### config.mk
export PLATFORM = sky130hd
export DESIGN_NAME = uop_rename_stage
export DESIGN_NICKNAME = d
export VERILOG_FILES = /design/src/rtl/uop_rename_stage.sv
export SDC_FILE = /design/constraint.sdc
export NUM_CORES = 2
export LEC_CHECK = 0
export BUFFER_PORTS_ARGS = -buffer_cell sky130_fd_sc_hd__buf_2
export CAP_MARGIN = 25
export CORE_MARGIN = 2
export CORE_UTILIZATION = 25
export CTS_BUF_LIST = sky130_fd_sc_hd__clkbuf_4 sky130_fd_sc_hd__clkbuf_8 sky130_fd_sc_hd__clkbuf_16
export DETAILED_ROUTE_END_ITERATION = 8
export GPL_TIMING_DRIVEN = 0
export RECOVER_POWER = 50
export SYNTH_ARGS = -nofsm -noshare
export SYNTH_HDL_FRONTEND = slang
export SYNTH_SLANG_ARGS = --single-unit
### constraint.sdc
create_clock -name clk -period 12 [get_ports clk]
set_input_delay 1.8 -clock clk [delete_from_list [all_inputs] [get_ports clk]]
set_output_delay 1.8 -clock clk [all_outputs]
set_load 0.02 [all_outputs]
### src/rtl/uop_rename_stage.sv
// uop_rename_stage: 2-wide register rename with speculative/commit RAT and circular free list.
// Optional RENAME_STALL_CNT_EN adds o_stall_cnt, a saturating count of free-list starvation cycles.
module uop_rename_stage #(
    parameter  int NUM_PREG = 64,
    localparam int PW       = $clog2(NUM_PREG)
) (
    input  logic                clk,
    input  logic                rst_n,
    input  logic [1:0]          i_in_valid,
    input  logic [1:0][4:0]     i_in_rs1,
    input  logic [1:0][4:0]     i_in_rs2,
    input  logic [1:0][4:0]     i_in_rd,
    input  logic [1:0]          i_in_rd_wen,
    output logic [1:0]          o_in_take,
    output logic [1:0]          o_out_valid,
    output logic [1:0][PW-1:0]  o_out_prs1,
    output logic [1:0][PW-1:0]  o_out_prs2,
    output logic [1:0][PW-1:0]  o_out_prd,
    output logic [1:0][PW-1:0]  o_out_old_prd,
    output logic [1:0]          o_out_rd_wen,
    input  logic                i_out_ready,
    input  logic                i_flush,
    input  logic [1:0]          i_cmt_valid,
    input  logic [1:0][4:0]     i_cmt_rd,
    input  logic [1:0][PW-1:0]  i_cmt_prd,
    input  logic [1:0][PW-1:0]  i_cmt_old_prd,
    output logic [PW:0]         o_fl_count
`ifdef RENAME_STALL_CNT_EN
    ,
    output logic [31:0]         o_stall_cnt
`endif
);
    localparam int FL = NUM_PREG - 32;
    localparam int FW = $clog2(FL);
    localparam logic [PW:0] FL_P  = (PW+1)'(FL);
    localparam logic [PW:0] FL2_P = (PW+1)'(2 * FL);

    // Pointers run modulo 2*FL so a full list and an empty list never share a pointer pair.
    function automatic logic [PW:0] pinc(input logic [PW:0] p, input logic [1:0] n);
        logic [PW:0] s;
        s = p + (PW+1)'(n);
        return (s >= FL2_P) ? s - FL2_P : s;
    endfunction

    function automatic logic [FW-1:0] pidx(input logic [PW:0] p);
        return FW'((p >= FL_P) ? p - FL_P : p);
    endfunction

    logic [PW-1:0]       r_spec_rat [32];
    logic [PW-1:0]       r_cmt_rat  [32];
    logic [PW-1:0]       r_fl       [FL];
    logic [PW:0]         r_head, r_cmt_head, r_tail, r_fl_count;
    logic [1:0]          r_out_valid, r_out_rd_wen;
    logic [1:0][PW-1:0]  r_out_prs1, r_out_prs2, r_out_prd, r_out_old_prd;

    logic                w_sfree;
    logic [1:0]          w_wen, w_take, w_alloc;
    logic [1:0]          w_nalloc, w_nfree;
    logic [1:0][PW-1:0]  w_prs1, w_prs2, w_prd, w_old;
    logic [PW:0]         w_head_n, w_cmt_head_n, w_tail_n, w_fl_count_n;
    logic [FW-1:0]       w_tidx0, w_tidx1;
    logic [PW-1:0]       w_cmt_rat_n [32];

    assign w_sfree  = !r_out_valid[0] || i_out_ready;
    assign w_wen[0] = i_in_rd_wen[0] && (i_in_rd[0] != '0);
    assign w_wen[1] = i_in_rd_wen[1] && (i_in_rd[1] != '0);

    always_comb begin
        w_take[0] = i_in_valid[0] && w_sfree && !i_flush
                    && (r_fl_count >= (PW+1)'(w_wen[0]));
        w_take[1] = w_take[0] && i_in_valid[1]
                    && (r_fl_count >= (PW+1)'({1'b0, w_wen[0]} + {1'b0, w_wen[1]}));
        w_alloc   = w_take & w_wen;
        w_nalloc  = {1'b0, w_alloc[0]} + {1'b0, w_alloc[1]};
        w_nfree   = {1'b0, i_cmt_valid[0]} + {1'b0, i_cmt_valid[1]};
        w_prd[0]  = w_wen[0] ? r_fl[pidx(r_head)] : '0;
        w_prd[1]  = w_wen[1] ? r_fl[pidx(pinc(r_head, {1'b0, w_wen[0]}))] : '0;
        // Slot1 sees slot0's fresh mapping for any register slot0 writes.
        w_prs1[0] = r_spec_rat[i_in_rs1[0]];
        w_prs2[0] = r_spec_rat[i_in_rs2[0]];
        w_prs1[1] = (w_wen[0] && i_in_rs1[1] == i_in_rd[0]) ? w_prd[0] : r_spec_rat[i_in_rs1[1]];
        w_prs2[1] = (w_wen[0] && i_in_rs2[1] == i_in_rd[0]) ? w_prd[0] : r_spec_rat[i_in_rs2[1]];
        w_old[0]  = w_wen[0] ? r_spec_rat[i_in_rd[0]] : '0;
        w_old[1]  = !w_wen[1] ? '0
                  : (w_wen[0] && i_in_rd[1] == i_in_rd[0]) ? w_prd[0] : r_spec_rat[i_in_rd[1]];
        w_tail_n     = pinc(r_tail, w_nfree);
        w_cmt_head_n = pinc(r_cmt_head, w_nfree);
        w_head_n     = i_flush ? w_cmt_head_n : pinc(r_head, w_nalloc);
        w_fl_count_n = !i_flush ? r_fl_count - (PW+1)'(w_nalloc) + (PW+1)'(w_nfree)
                     : (w_tail_n >= w_head_n) ? w_tail_n - w_head_n
                     : w_tail_n + FL2_P - w_head_n;
        w_tidx0 = pidx(r_tail);
        w_tidx1 = pidx(pinc(r_tail, {1'b0, i_cmt_valid[0]}));
        w_cmt_rat_n = r_cmt_rat;
        for (int k = 0; k < 2; k++)
            if (i_cmt_valid[k] && i_cmt_rd[k] != '0) w_cmt_rat_n[i_cmt_rd[k]] = i_cmt_prd[k];
    end

    always_ff @(posedge clk or negedge rst_n) begin
        if (!rst_n) begin
            for (int i = 0; i < 32; i++) begin
                r_spec_rat[i] <= PW'(i);
                r_cmt_rat[i]  <= PW'(i);
            end
            for (int i = 0; i < FL; i++) r_fl[i] <= PW'(32 + i);
            r_head        <= '0;
            r_cmt_head    <= '0;
            r_tail        <= FL_P;
            r_fl_count    <= FL_P;
            r_out_valid   <= '0;
            r_out_rd_wen  <= '0;
            r_out_prs1    <= '0;
            r_out_prs2    <= '0;
            r_out_prd     <= '0;
            r_out_old_prd <= '0;
        end else begin
            r_head     <= w_head_n;
            r_cmt_head <= w_cmt_head_n;
            r_tail     <= w_tail_n;
            r_fl_count <= w_fl_count_n;
            if (i_cmt_valid[0]) r_fl[w_tidx0] <= i_cmt_old_prd[0];
            if (i_cmt_valid[1]) r_fl[w_tidx1] <= i_cmt_old_prd[1];
            r_cmt_rat <= w_cmt_rat_n;
            if (i_flush) r_spec_rat <= w_cmt_rat_n;
            else begin
                if (w_alloc[0]) r_spec_rat[i_in_rd[0]] <= w_prd[0];
                if (w_alloc[1]) r_spec_rat[i_in_rd[1]] <= w_prd[1];
            end
            r_out_valid <= i_flush ? '0 : (w_sfree ? w_take : r_out_valid);
            if (w_sfree) begin
                r_out_rd_wen  <= w_alloc;
                r_out_prs1    <= w_prs1;
                r_out_prs2    <= w_prs2;
                r_out_prd     <= w_prd;
                r_out_old_prd <= w_old;
            end
        end
    end

`ifdef RENAME_STALL_CNT_EN
    logic [31:0] r_stall_cnt;
    always_ff @(posedge clk or negedge rst_n) begin
        if (!rst_n) r_stall_cnt <= '0;
        else if (i_in_valid[0] && w_sfree && !i_flush && !w_take[0] && r_stall_cnt != '1)
            r_stall_cnt <= r_stall_cnt + 32'd1;
    end
    assign o_stall_cnt = r_stall_cnt;
`endif

    assign o_in_take     = w_take;
    assign o_out_valid   = r_out_valid;
    assign o_out_rd_wen  = r_out_rd_wen;
    assign o_out_prs1    = r_out_prs1;
    assign o_out_prs2    = r_out_prs2;
    assign o_out_prd     = r_out_prd;
    assign o_out_old_prd = r_out_old_prd;
    assign o_fl_count    = r_fl_count;
endmodule

==> flow_summary.toml <==
[outcome]
violations = "capacitance limit, slew limit"
status = "finished, violations left"

[power]
irDropWorstVdd_uv = 108
leakage_nw = 20.2
p_per_area_mw_per_mm2 = 236

[logic_synthesis]
synth_seq_cells = 653
yosysMostFrequentCell = "mux2i_1"
async_flop_share_pct = 100
yosysTopAreaCellShare_pct = 22.6
postSynthAreaPerCell_sq_um = 11.2
synth_common_cells = "mux2i_1, mux4_2, nor2_1, nand2_1, dfrtp_1"
syn-instance-count = 4064
synth_edf_count = 0
dominantRegCellSynth = "dfrtp_1"
synth_area_leaders = "mux4_2, dfrtp_1, dfstp_2"
synth.distinct_cells = 76
synthesis.nets = 4182
netlist_area_sq_mm = 0.0454
synth_warnings = 0
seq_area_frac_synth_pct = 36.7
synth_largest_area_cell = "mux4_2"

[clock_tree]
cts_tree = "yes"
post_cts_resized = 0
cts_root_buffer = "clkbuf_16"
numCtsBuffers = 74
clock_sinks = 653
htree_levels = 3
hold_buffers = 0
cts_setup_buffers = 0
clk_pin_slew_ns = 0.06
cts_buffer_depth = 3
clk_latency_ns = 0.71

[hold_path]
hold_path_class = "flop to flop"

[grt]
grt_pass1_vias = 37900
grt_antenna_before_repair = 33
overflow = 0
grt_pass1_wl_mm = 293
grt_max_degree = 122
track_usage_pct = 22.1

[die]
io_pins = 135
core_area_sq_mm = 0.181
die_h_um = 430
dieArea_sq_mm = 0.185
fp-row-count = 156
die_w_um = 430
start_util_pct = 25.2

[sta]
worst-slew-pin-transition_ns = 5.69
final_hold_viol_count = 0
grt_setup_unrepaired = "no"
fmax_ghz = 0.113
setup_viol = 0
drv_slew = 232
min_period_over_period_pct = 73.9
slew_headroom_pct = -279
fin_setup_tns_ns = 0
fin_skew_ns = 0.0367
period_minus_slack_ns = 8.87

[route]
viasPerCell = 5.88
drtIter0Drc = 6222
totalWireLength_mm = 209
firstDrtPassIters = 7
dr_total_vias = 39600
wl_per_cell_um = 31.1
ant_nets = 0
drc = 0

[layout]
layout.nets = 4404
area_growth_pct = 14.4
nFillCells = 18700
layout.cells.non_filler = 6732
fin_area_sq_mm = 0.0519
multi_input_area_sq_mm = 0.0269
regArea_sq_mm = 0.0167
drive_above_1_share_pct = 26.3

[place]
place_area_sq_mm = 0.0494
portBuffers = 112
place_congestion = 1.15
dp_cells = 6569
dp.final_hpwl_mm = 160

[setup_path]
crit_family = "adder cells"
critPathBufInv = 4
cp_common_cell = "ha_1"
crit_fanout = 10
critical_path.cell_chain = "buf_4 -> nor2_1 -> nand2_1 -> nand2_2 -> inv_2 -> ha_1 -> inv_1 -> o41ai_1 -> a21o_1 -> nand3_2 -> inv_2 -> ha_1 -> ha_1 -> fa_1 -> xnor2_1 -> o21a_1 -> ha_1 -> nand2_1 -> o21ai_0 -> maj3_1 -> maj3_2 -> o21ai_2 -> mux2_1 -> a21oi_1"
worst_ep_required_time_ns = 12.62
critPathArrivalTime_ns = 9.49
cpPeakStageDelay_ns = 0.88
end_kind = "flop"
start_kind = "input pin"
cp_slowest_cell = "nor2_1"
critPathKind = "input pin to flop"

[flow_run]
maxCapViolCount = 3
[state kept, by name, indices dropped and copies added (netlist names), 6 cells and up]
name,cells
r_head,6
r_tail,6
o_out_prd,12
o_out_prs1,12
r_cmt_head,6
o_out_prs2,12
r_fl,192
r_cmt_rat,192
r_spec_rat,192
o_fl_count,7
o_out_old_prd,12
[final cells by class]
type                    instances  area share (%)
repair buffers                146            1.91
flip-flops and latches        653            32.1
clock inverters                20           0.400
multi-input cells            2983            51.9
diodes                         15          0.0723
inverters                      44           0.318
well taps                    2370            5.71
plain buffers                 384            3.14
clock buffers                 117            4.48
[kinds of logic after synthesis]
family	after synthesis	synth area share, %
AO/OA/AOI/OAI	738	10.1
XOR/XNOR	42	0.810
adder cells (fa/ha/maj)	48	1.44
buffers and inverters	428	3.95
flip-flops	653	36.7
multiplexers	1094	36.8
AND/OR/NAND/NOR	1061	10.1
[through the flow]
stage	total power [mW]	setup WS, ns	hold slack, ns	util [%]
2_1_floorplan	7.21	4.80	0.424	-
3_3_place_gp	9.45	-5.07	0.440	27.1
3_5_place_dp	9.61	2.76	0.442	27.3
4_1_cts	12.0	3.46	0.454	28.8
5_1_grt	12.6	2.34	0.471	28.8
6_report	12.3	3.13	0.451	28.8
[cells in the final DEF, fill, tap and decap left out, types with 51 or more instances in the layout]
master / netlist / final
dfrtp_1: 379 / 379
buf_2: 67 / 118
nand2_1: 421 / 421
clkbuf_16: 0 / 77
nor2_1: 438 / 438
a221oi_1: 122 / 122
o21ai_0: 222 / 222
mux2i_1: 576 / 576
clkbuf_1: 247 / 312
mux2_2: 60 / 60
buf_1: 52 / 51
a21oi_1: 235 / 235
dfstp_2: 274 / 274
mux4_2: 456 / 456
[power by group]
| part | internal (mW) | leakage [nW] | switching, mW |
|---|---|---|---|
| clock network | 1.38 | 1.28 | 1.03 |
| registers | 3.16 | 7.49 | 0.867 |
| logic | 2.35 | 11.4 | 3.48 |
[worst paths after layout]
kind | end | slack, ns | start | cells after the start
worst max-delay path | o_fl_count[2] | 3.13 | i_in_rd[0] | 24
worst min-delay path | r_cmt_rat[190] | 0.45 | r_cmt_rat[190] | 1
worst max register to register | o_fl_count[2] | 5.85 | o_fl_count[0] | 20
worst min register to register | r_cmt_rat[190] | 0.45 | r_cmt_rat[190] | 1
max in group asynchronous | r_fl[38] | 3.73 | rst_n | 2
min in group asynchronous | o_out_prd[4] | 1.79 | rst_n | 1
[per-layer routing]
layer	wire length, um	vias to the layer above	share of wire (%)	global-route usage (%)
li1	-	15800	-	-
met1	75900	19800	36	27.5
met2	88400	3121	42	32.1
met3	27600	837	13	7.87
met4	17300	22	8.3	14.9
met5	166	-	0.079	0
No activity file was read; power rests on OpenSTA's default activity.
